--- src/rtl/kmul_feeder.sv ---
// kmul_feeder: stream wrapper around the pipelined 24->12 bit mod-q reducer.
// Accepts operand pairs, range-corrects each operand below Q, multiplies,
// drives the product to the reducer, follows each product through the
// reducer's fixed latency and queues the reduced result in an output FIFO.
// Admission is credit-based, so the non-stallable reducer can never
// overflow the FIFO.
//
// Ports:
//   clk, rst              clock (rising edge), synchronous active-high reset
//   in_valid/in_ready     operand-pair handshake; in_a, in_b are 12-bit operands
//   red_data              registered 24-bit product to the reducer
//   red_result            reducer output, valid RED_LAT edges after red_data
//   out_valid/out_ready   result handshake; out_coef = (in_a*in_b) mod Q
//   busy                  any item is in flight or queued
module kmul_feeder #(
  parameter int Q          = 3329,
  parameter int RED_LAT    = 4,
  parameter int FIFO_DEPTH = 4
) (
  input  logic        clk,
  input  logic        rst,
  input  logic        in_valid,
  output logic        in_ready,
  input  logic [11:0] in_a,
  input  logic [11:0] in_b,
  output logic [23:0] red_data,
  input  logic [11:0] red_result,
  output logic        out_valid,
  input  logic        out_ready,
  output logic [11:0] out_coef,
  output logic        busy
);

  localparam int AW = $clog2(FIFO_DEPTH);
  localparam int CW = $clog2(FIFO_DEPTH + 1);
  localparam logic [11:0]   QW      = 12'(Q);
  localparam logic [CW-1:0] DEPTH_C = CW'(FIFO_DEPTH);
  localparam logic [AW:0]   PTR_ONE = {{AW{1'b0}}, 1'b1};
  localparam logic [CW-1:0] CNT_ONE = {{(CW-1){1'b0}}, 1'b1};

  logic [11:0]        a_s1, b_s1;
  logic               v_s1, v_s2;
  logic [RED_LAT-1:0] v_sh;
  logic [RED_LAT:0]   sh_ext;

  logic [11:0]   mem [FIFO_DEPTH];
  logic [AW:0]   wr_ptr, rd_ptr;
  logic [CW-1:0] outstanding;

  logic accept, pop, fifo_wr;

  // Credit check uses only registered state (plus rst), never in_valid/out_ready.
  assign in_ready  = !rst && (outstanding < DEPTH_C);
  assign accept    = in_valid && in_ready;
  assign out_valid = (wr_ptr != rd_ptr);
  assign pop       = out_valid && out_ready;
  assign fifo_wr   = v_sh[RED_LAT-1];
  assign out_coef  = out_valid ? mem[rd_ptr[AW-1:0]] : '0;
  assign busy      = (outstanding != '0);

  // Valid bit enters the reducer-latency shift register at the bottom.
  assign sh_ext = {v_sh, v_s2};

  always_ff @(posedge clk) begin
    if (rst) begin
      a_s1     <= '0;
      b_s1     <= '0;
      v_s1     <= 1'b0;
      v_s2     <= 1'b0;
      red_data <= '0;
      v_sh     <= '0;
    end else begin
      v_s1 <= accept;
      if (accept) begin
        a_s1 <= (in_a >= QW) ? in_a - QW : in_a;
        b_s1 <= (in_b >= QW) ? in_b - QW : in_b;
      end
      v_s2 <= v_s1;
      if (v_s1) begin
        red_data <= {12'd0, a_s1} * {12'd0, b_s1};
      end
      v_sh <= sh_ext[RED_LAT-1:0];
    end
  end

  always_ff @(posedge clk) begin
    if (fifo_wr) begin
      mem[wr_ptr[AW-1:0]] <= red_result;
    end
  end

  always_ff @(posedge clk) begin
    if (rst) begin
      wr_ptr      <= '0;
      rd_ptr      <= '0;
      outstanding <= '0;
    end else begin
      if (fifo_wr) begin
        wr_ptr <= wr_ptr + PTR_ONE;
      end
      if (pop) begin
        rd_ptr <= rd_ptr + PTR_ONE;
      end
      case ({accept, pop})
        2'b10:   outstanding <= outstanding + CNT_ONE;
        2'b01:   outstanding <= outstanding - CNT_ONE;
        default: outstanding <= outstanding;
      endcase
    end
  end

endmodule

--- config.mk ---
export PLATFORM = sky130hd
export DESIGN_NAME = kmul_feeder
export DESIGN_NICKNAME = d
export VERILOG_FILES = /design/src/rtl/kmul_feeder.sv
export SDC_FILE = /design/constraint.sdc
export NUM_CORES = 1
export LEC_CHECK = 0
export ABC_CLOCK_PERIOD_IN_PS = 12100
export CAP_MARGIN = 30
export CORE_ASPECT_RATIO = 0.75
export CORE_UTILIZATION = 55
export CTS_BUF_LIST = sky130_fd_sc_hd__clkbuf_4 sky130_fd_sc_hd__clkbuf_8
export CTS_CLUSTER_SIZE = 12
export DETAILED_ROUTE_END_ITERATION = 8
export PLACE_DENSITY = 0.77
export SKIP_CTS_REPAIR_TIMING = 1
export SLEW_MARGIN = 5
export SYNTH_ARGS = -nofsm -noshare
export SYNTH_HDL_FRONTEND = slang
export SYNTH_SLANG_ARGS = --single-unit
--- constraint.sdc ---
create_clock -name clk -period 12.1 [get_ports clk]
set_input_delay 1.21 -clock clk [delete_from_list [all_inputs] [get_ports clk]]
set_output_delay 1.21 -clock clk [all_outputs]
set_load 0.005 [all_outputs]
[Yosys cells after proc, flatten, opt, wreduce, memory -nomap -nowiden]
Memories as Yosys holds them, arrays and structs flattened. A register that Yosys moved wholly into a read port is not among the register bits.
Cells that the tools add are included.
Storage, ports and cells
  flip-flop bits (word level): 63
  bits in writable memories: 48
  output and inout port bits: 39
  memories kept: 1
Memories
  mem: depth 4, bits a word 12, rd ports 1, clocked after memory_dff 1, write ports 1, RTL line 46  | logic [11:0] mem [FIFO_DEPTH];
Operators by class
  add/sub/neg operators: 6
  multiply operators: 1
  order comparisons: 3
  eq/ne operators: 3
  multiplexer cells: 8
  reductions and logical operators: 6
Operator list (count)
  $mux 12: 3
  $ge 12x12->1 const B: 2
  $mul 12x12->24: 1
  $sub 12x12->12 const B: 2
  $add 3x1->3 const B: 3
  $pmux 3 s2: 1
  $mux 2: 2
  $logic_and 1x1->1: 3
  $lt 3x3->1 const B: 1
  $ne 3x3->1: 1
  $reduce_bool 3->1: 1
  $sub 3x1->3 const B: 1
  $eq 2x1->1 const B: 1
  $eq 2x2->1 const B: 1
  $mux 1: 2
  $reduce_bool 2->1: 1
  $logic_not 1->1: 1

[Depth between registers and ports, before layout]
Gate-level depths: netlist of the first run.
  depth in word-level cells: 5
  gate-level depth with buffers: 21
  depth with buffers taken out: 19

[Least setup slack after synthesis of the first run]
No wires, ideal clock.
  path kind: reg2reg
  start point: register a_s1[4]
  end point: register red_data[19]
  library setup time: 130 ps
  data arrival time: 5085 ps
  required time: 11970 ps
  slack: 6885 ps
  stages on the path, launching flop included: 19
  buffers on the path: 2
  period minus slack after synthesis: 5215 ps
  path through: dfxtp_1 clkbuf_1 and2_1 fa_1 fa_1 fa_1 fa_1 inv_1 fa_1 inv_1 ha_1 buf_6 a211oi_2 o21bai_1 a21o_1 a221o_1 a41oi_4 xor2_1 o22ai_1
Between the ends
  word-level cells in the longest chain between the ends: 1
RTL lines
  from (decl): RTL line 41  | logic [11:0] a_s1, b_s1;
  from (signal assigned): RTL line 75  | a_s1 <= (in_a >= QW) ? in_a - QW : in_a;
  $mul 12x12->24: RTL line 80  | red_data <= {12'd0, a_s1} * {12'd0, b_s1};
  to (signal assigned): RTL line 80
  to (decl): RTL line 26  | output logic [23:0] red_data,
No other way between the ends.
A chain may end at the register's enable or synchronous reset.

[Worst setup path in the final report of the first run]
  start point: register a_s1[9]
  end point: register red_data[19]
The elaborated chain is that of the path after synthesis.

==> flow_metrics.tcl, run 1 <==
set metrics [dict create \
    core_region_area_um2 16880 \
    worstSetupPathType "register to register" \
    ios 79 \
    gp_congestion 0.8474 \
    fin_tns_setup_ns 0 \
    cts_root_buffer "clkbuf_8" \
    fmax_mhz 179.1 \
    synth_warnings 0 \
    cts_buffers 17 \
    tightest_slew_ns 0.8308 \
    die_width_um 153.8 \
    grt.total_usage_pct 24.64 \
    htree_levels 4 \
    p_leak_uw 0.004771 \
    seqPwrFrac_pct 42.6 \
    synth_edf_count 48 \
    syn_area_um2 9499 \
    stdcell_count 1257 \
    min_period_ns 5.584 \
    ant_nets 0 \
    clkLatencyLatePin_ns 0.43 \
    final-setup-viol-count 0 \
    finalCritPeriodShare_pct 46.15 \
    p_sw_share_pct 31.07 \
    syn_nets 1187 \
    routed-via-count 6862 \
    portBuffers 78 \
    die_y_um 115.8 \
    yosys.cell_types.count 59 \
    synth_area_leaders "fa_1 (21%), edfxtp_1 (15%), dfxtp_1 (14%)" \
    critPathArrivalTime_ns 5.87 \
    path_cells "nand2_1, fa_1, inv_1, fa_1, fa_1, fa_1, inv_1, fa_1, inv_1, ha_1, a211oi_2, o21bai_1, a21o_1, a221o_1, a41oi_4, xor2_1, o22ai_1" \
    ir_drop_v 0.00005986 \
    status "finished, final reports clean" \
    synth_top_cell_by_area "fa_1" \
    initial_core_util_pct 56.28 \
    hp-class "register to register" \
    end_kind "register" \
    fin_skew_ns 0.01639 \
    drt_iter0_drc 392 \
    fillers 1344 \
    critPathLaunchType "register" \
    dieArea_um2 17810 \
    diodes 0 \
    viasPerCell 5.459 \
    grt_max_degree 69 \
    slew_viol_final 0 \
    intPower_uw 710.5 \
    dp_hpwl_um 15390 \
    p_total_uw 1031 \
    yosysTopAreaCellShare_pct 21.29 \
    grt_pass1_vias 6845 \
    gr-total-overflow 0 \
    combPwrFrac_pct 20.8 \
    rsz0062_at_grt "no" \
    critPathSlowestCell "dfxtp_1" \
    placedCellCount 1225 \
    hold_viol 0 \
    dr.pass1.iters 5 \
    ys_ff_latch 113 \
    syn_to_final_growth_pct 13.62 \
    grt_pass1_wl_um 33860 \
    clk_pin_slew_worst_paths_ns 0.08 \
    synthFlopType "dfxtp_1" \
    syn_avg_cell_area_um2 9.753 \
    nets 1242 \
    cts_tree "done" \
    cts_sinks 113 \
    wl_per_cell_um 16.09 \
    netSwitchingPower_uw 320.3 \
    crit_path_frequent_cell "fa_1" \
    drv_cap 0 \
    wl_um 20230 \
    powerDensity_nw_per_um2 95.50 \
    synth_cells 974 \
    cts_buffer_depth 2 \
    relSlewSlack_pct 44.53 \
    ys_seq_area_share_pct 28.87 \
    antenna_found_initial 0 \
    whs_ns 0.4363 \
    layout-drive-gt1-share_pct 5.854 \
    clkPwrFrac_pct 36.7 \
    drc 0 \
    rows 41 \
    slowest_delay_ns 0.62 \
    cp.required_ns 12.38 \
    async_flop_share_pct 0 \
    cp_max_fo 13 \
]
-- flip-flops by register name (all words and copies together) (netlist names), named ones only --
signal and cells:
v_sh 4, outstanding 3, wr_ptr 3, red_data 24, mem 48, a_s1 12, b_s1 12, rd_ptr 3
v_s1 1, v_s2 1
-- worst paths after layout --
| check | slack, ns | endpoint | start | cells past startpoint |
|---|---|---|---|---|
| hold reg to reg | 0.44 | v_sh[2] | v_sh[1] | 1 |
| setup reg to reg | 6.52 | red_data[19] | a_s1[9] | 17 |
| hold / removal | 0.44 | v_sh[2] | v_sh[1] | 1 |
| setup / recovery | 6.52 | red_data[19] | a_s1[9] | 17 |
-- through the flow --
stage / area (um2) / worst slack [ns] / utilization [%]
floorplan: 9499 / 6.885 / -
global placement: 10380 / 6.731 / 61.50
detailed placement: 10380 / 6.560 / 61.50
CTS: 10790 / 6.520 / 63.95
global route: 10790 / 6.246 / 63.95
finish: 10790 / 6.516 / 63.95
-- cells in the final DEF (no fill, tap or decap), types with 17 or more instances in the layout --
master | netlist | routed
o21ai_0 | 39 | 39
xnor2_1 | 17 | 17
a21oi_1 | 20 | 20
nor2b_1 | 22 | 22
clkbuf_8 | 0 | 17
nand2_1 | 118 | 118
ha_1 | 72 | 72
clkdlybuf4s50_1 | 0 | 77
nand3b_1 | 24 | 24
edfxtp_1 | 48 | 48
xor2_1 | 20 | 20
dfxtp_1 | 65 | 65
inv_1 | 156 | 156
nor2_1 | 41 | 41
fa_1 | 101 | 101
and2_1 | 65 | 65
-- cells by family (layout without fill, tap and decap cells) --
logic type | Yosys count | count (layout) | synth area share (%)
simple gates | 317 | 317 | 17.10
fa+ha+maj | 173 | 173 | 30.77
xor+xnor | 37 | 37 | 3.411
compound gates | 103 | 103 | 6.981
buf+inv | 202 | 270 | 8.206
mux | 29 | 29 | 4.663
flops | 113 | 113 | 28.87
-- worst max-delay path: cells and delay by family, from the launching register on --
family | cells | cell delay, ns
flip-flops | 1 | 0.62
buffers and inverters | 3 | 0.15
AND/OR/NAND/NOR | 1 | 0.16
AO/OA/AOI/OAI | 6 | 1.29
XOR/XNOR | 1 | 0.18
adder cells (fa/ha/maj) | 6 | 3.02
-- layout make-up --
type | count | area, um2 | share of cell area, %
inverters | 156 | 585.6 | 5.425
clock inverters | 15 | 178.9 | 1.658
flip-flops and latches | 113 | 2743 | 25.41
well taps | 215 | 269.0 | 2.492
multi-input cells | 659 | 5977 | 55.38
repair buffers | 82 | 805.8 | 7.466
clock buffers | 17 | 234.0 | 2.168
-- synth_stat cells, types with 4 or more instances --
| master | count |
|---|---|
| nor2b_1 | 22 |
| nand3b_1 | 24 |
| o21ai_0 | 39 |
| fa_1 | 101 |
| mux2i_1 | 15 |
| xor2_1 | 20 |
| ha_1 | 72 |
| nand2_1 | 118 |
| nor2_1 | 41 |
| a211oi_1 | 4 |
| dfxtp_1 | 65 |
| nor3_1 | 11 |
| xnor2_1 | 17 |
| and2_1 | 65 |
| nand2b_1 | 9 |
| clkbuf_1 | 41 |
| a21o_1 | 5 |
| nand3_1 | 9 |
| a21oi_1 | 20 |
| edfxtp_1 | 48 |
| inv_1 | 156 |
| a31oi_1 | 5 |
| mux4_2 | 12 |
-- power groups by stage --
stage | clock network [uW] | logic, uW | registers, uW
after CTS | 384 | 216 | 438
after floorplan | 0 | 161 | 425
after detailed placement | 0 | 213 | 446
after global placement | 0 | 207 | 445
after global routing | 398 | 244 | 441
final | 378 | 214 | 439
-- layer usage --
layer / part of all wire, % / track usage, % / vias up / wire, um
met2: 46 / 38.88 / 206 / 9245
met3: 5.7 / 4.637 / 33 / 1158
met4: 2.0 / 8.200 / 0 / 398
met1: 47 / 34.55 / 3373 / 9423
li1: - / - / 3250 / -
met5: 0 / 0 / - / 0
(Power assumes the default switching activity.)
==> inputs of run 2 (changes only) <==
--- a/config.mk
+++ b/config.mk
@@ -5,7 +5,7 @@
 export SDC_FILE = /design/constraint.sdc
 export NUM_CORES = 1
 export LEC_CHECK = 0
-export ABC_CLOCK_PERIOD_IN_PS = 12100
+export ABC_CLOCK_PERIOD_IN_PS = 5200
 export CAP_MARGIN = 30
 export CORE_ASPECT_RATIO = 0.75
 export CORE_UTILIZATION = 55
==> constraint.sdc (replaced) <==
create_clock -name clk -period 5.2 [get_ports clk]
set_input_delay 0.52 -clock clk [delete_from_list [all_inputs] [get_ports clk]]
set_output_delay 0.52 -clock clk [all_outputs]
set_load 0.005 [all_outputs]
==> run 2 against run 1 <==
  * Routed wire length rose by 0.20%
  * Total power is 140% higher
  * First-iteration DRC count rose by 16%
  * Final area rose by 4.6%
  * Non-clock buffer count increased by 45
  * Cell count grew 3.6%
  * Utilization rose by 2.9 points
  * Sequential power increased by 130%
  * Register-to-register slack got worse by 6.3 ns
  * Sequential cell count unchanged
  * Via count up 2.1%
  * Critical endpoint unchanged
  * Largest power group unchanged
  * Highest routed layer unchanged
==> flow_metrics.tcl, run 2 (synthesis gave the netlist of run 1 again) <==
set metrics [dict create \
    cts_buffers 17 \
    ios 79 \
    seqPwrFrac_pct 40.1 \
    wl_per_cell_um 15.56 \
    netSwitchingPower_uw 760.6 \
    drc 0 \
    cts_sinks 113 \
    largest_reg_flops 48 \
    final-setup-viol-count 0 \
    portBuffers 78 \
    dp_hpwl_um 15960 \
    viasPerCell 5.379 \
    p_leak_uw 0.005002 \
    p_total_uw 2470 \
    hold_viol 0 \
    die_y_um 115.8 \
    drt_iter0_drc 454 \
    clkPwrFrac_pct 35.2 \
    gp_congestion 0.8693 \
    final_common_cell "inv_1" \
    core_region_area_um2 16880 \
    hp-class "register to register" \
    routed-via-count 7003 \
    dieArea_um2 17810 \
    critPathLaunchType "register" \
    end_kind "register" \
    fillers 1305 \
    cts_buffer_depth 2 \
    clkLatencyLatePin_ns 0.44 \
    grt_pass1_wl_um 33730 \
    antenna_found_initial 0 \
    pre_cts_slack_ns 0.02485 \
    diodes 0 \
    fin_skew_ns 0.009940 \
    nets 1287 \
    wl_um 20270 \
    place_area_um2 10720 \
    die_width_um 153.8 \
    initial_core_util_pct 56.28 \
    layout-drive-gt1-share_pct 12.60 \
    intPower_uw 1709 \
    dr.pass1.iters 6 \
    slew_viol_final 0 \
    worstSetupPathType "register to register" \
    ir_drop_v 0.0001389 \
    syn_to_final_growth_pct 18.84 \
    gr-total-overflow 0 \
    combPwrFrac_pct 24.6 \
    rr_worst_depth 17 \
    relSlewSlack_pct 42.92 \
    status "finished, final reports clean" \
    hold_depth 1 \
    grt_max_degree 68 \
    htree_levels 4 \
    powerDensity_nw_per_um2 218.8 \
    tightest_slew_ns 0.8551 \
    setup_slack_ns 0.1729 \
    drv_cap 0 \
    layout_common_cells "inv_1 (156), nand2_1 (117), fa_1 (98)" \
    cp_max_fo 11 \
    grt_pass1_vias 6984 \
    finalCritPeriodShare_pct 96.67 \
    rows 41 \
    fin_util_pct 66.88 \
    cts_root_buffer "clkbuf_8" \
    p_sw_share_pct 30.79 \
    cp.required_ns 5.50 \
    grt.total_usage_pct 24.38 \
    critPathArrivalTime_ns 5.33 \
    ant_nets 0 \
    cts_tree "done" \
    fin_area_um2 11290 \
    fmax_mhz 198.9 \
    clk_pin_slew_worst_paths_ns 0.07 \
    min_period_ns 5.027 \
]
[run 2: power groups by stage]
| stage | combinational (uW) | clock (uW) | sequential (uW) |
|---|---|---|---|
| after detailed placement | 572 | 0 | 1010 |
| after global routing | 684 | 924 | 995 |
| after CTS | 576 | 886 | 988 |
| after floorplan | 375 | 0 | 990 |
| after global placement | 557 | 0 | 1010 |
| final | 608 | 870 | 991 |
[run 2: cell type report]
| class | count | area (um2) | share of cell area [%] |
|---|---|---|---|
| clock inverters | 15 | 181.4 | 1.607 |
| multi-input cells | 659 | 6091 | 53.96 |
| flip-flops and latches | 113 | 2764 | 24.48 |
| clock buffers | 17 | 234.0 | 2.073 |
| inverters | 156 | 585.6 | 5.187 |
| well taps | 215 | 269.0 | 2.383 |
| repair buffers | 127 | 1164 | 10.31 |
[run 2: critical path: stages, from the launching register on]
cell and delay [ns]:
dfxtp_2 0.36, buf_6 0.15, and2_1 0.16, fa_2 0.45, fa_1 0.51, inv_1 0.05, fa_1 0.58, fa_2 0.46
fa_1 0.49, inv_1 0.04, ha_1 0.22, a211oi_2 0.22, o21bai_1 0.11, a21o_1 0.19, a221o_1 0.34, a41oi_4 0.29
xor2_1 0.17, o22ai_1 0.09
[run 2: layer usage]
metal	vias up	GRT usage, %	share of wire (%)
met5	-	0	0
met4	0	8.000	1.6
met3	29	3.815	4.9
met2	195	39.03	45
met1	3442	34.30	49
li1	3337	-	-
[run 2: stage by stage]
stage	hold WS, ns	setup TNS (ns)	instances
after floorplan	0.4138	0	974
after global placement	0.4201	0	1268
after detailed placement	0.4311	0	1268
after CTS	0.4515	0	1300
after global routing	0.4702	-0.03850	1302
final	0.4481	0	1302
[run 2: final timing paths]
| path | from | end | slack (ns) |
|---|---|---|---|
| max | b_s1[4] | red_data[19] | 0.17 |
| min | v_sh[0] | v_sh[1] | 0.45 |
| max reg2reg | b_s1[4] | red_data[19] | 0.17 |
| min reg2reg | v_sh[0] | v_sh[1] | 0.45 |
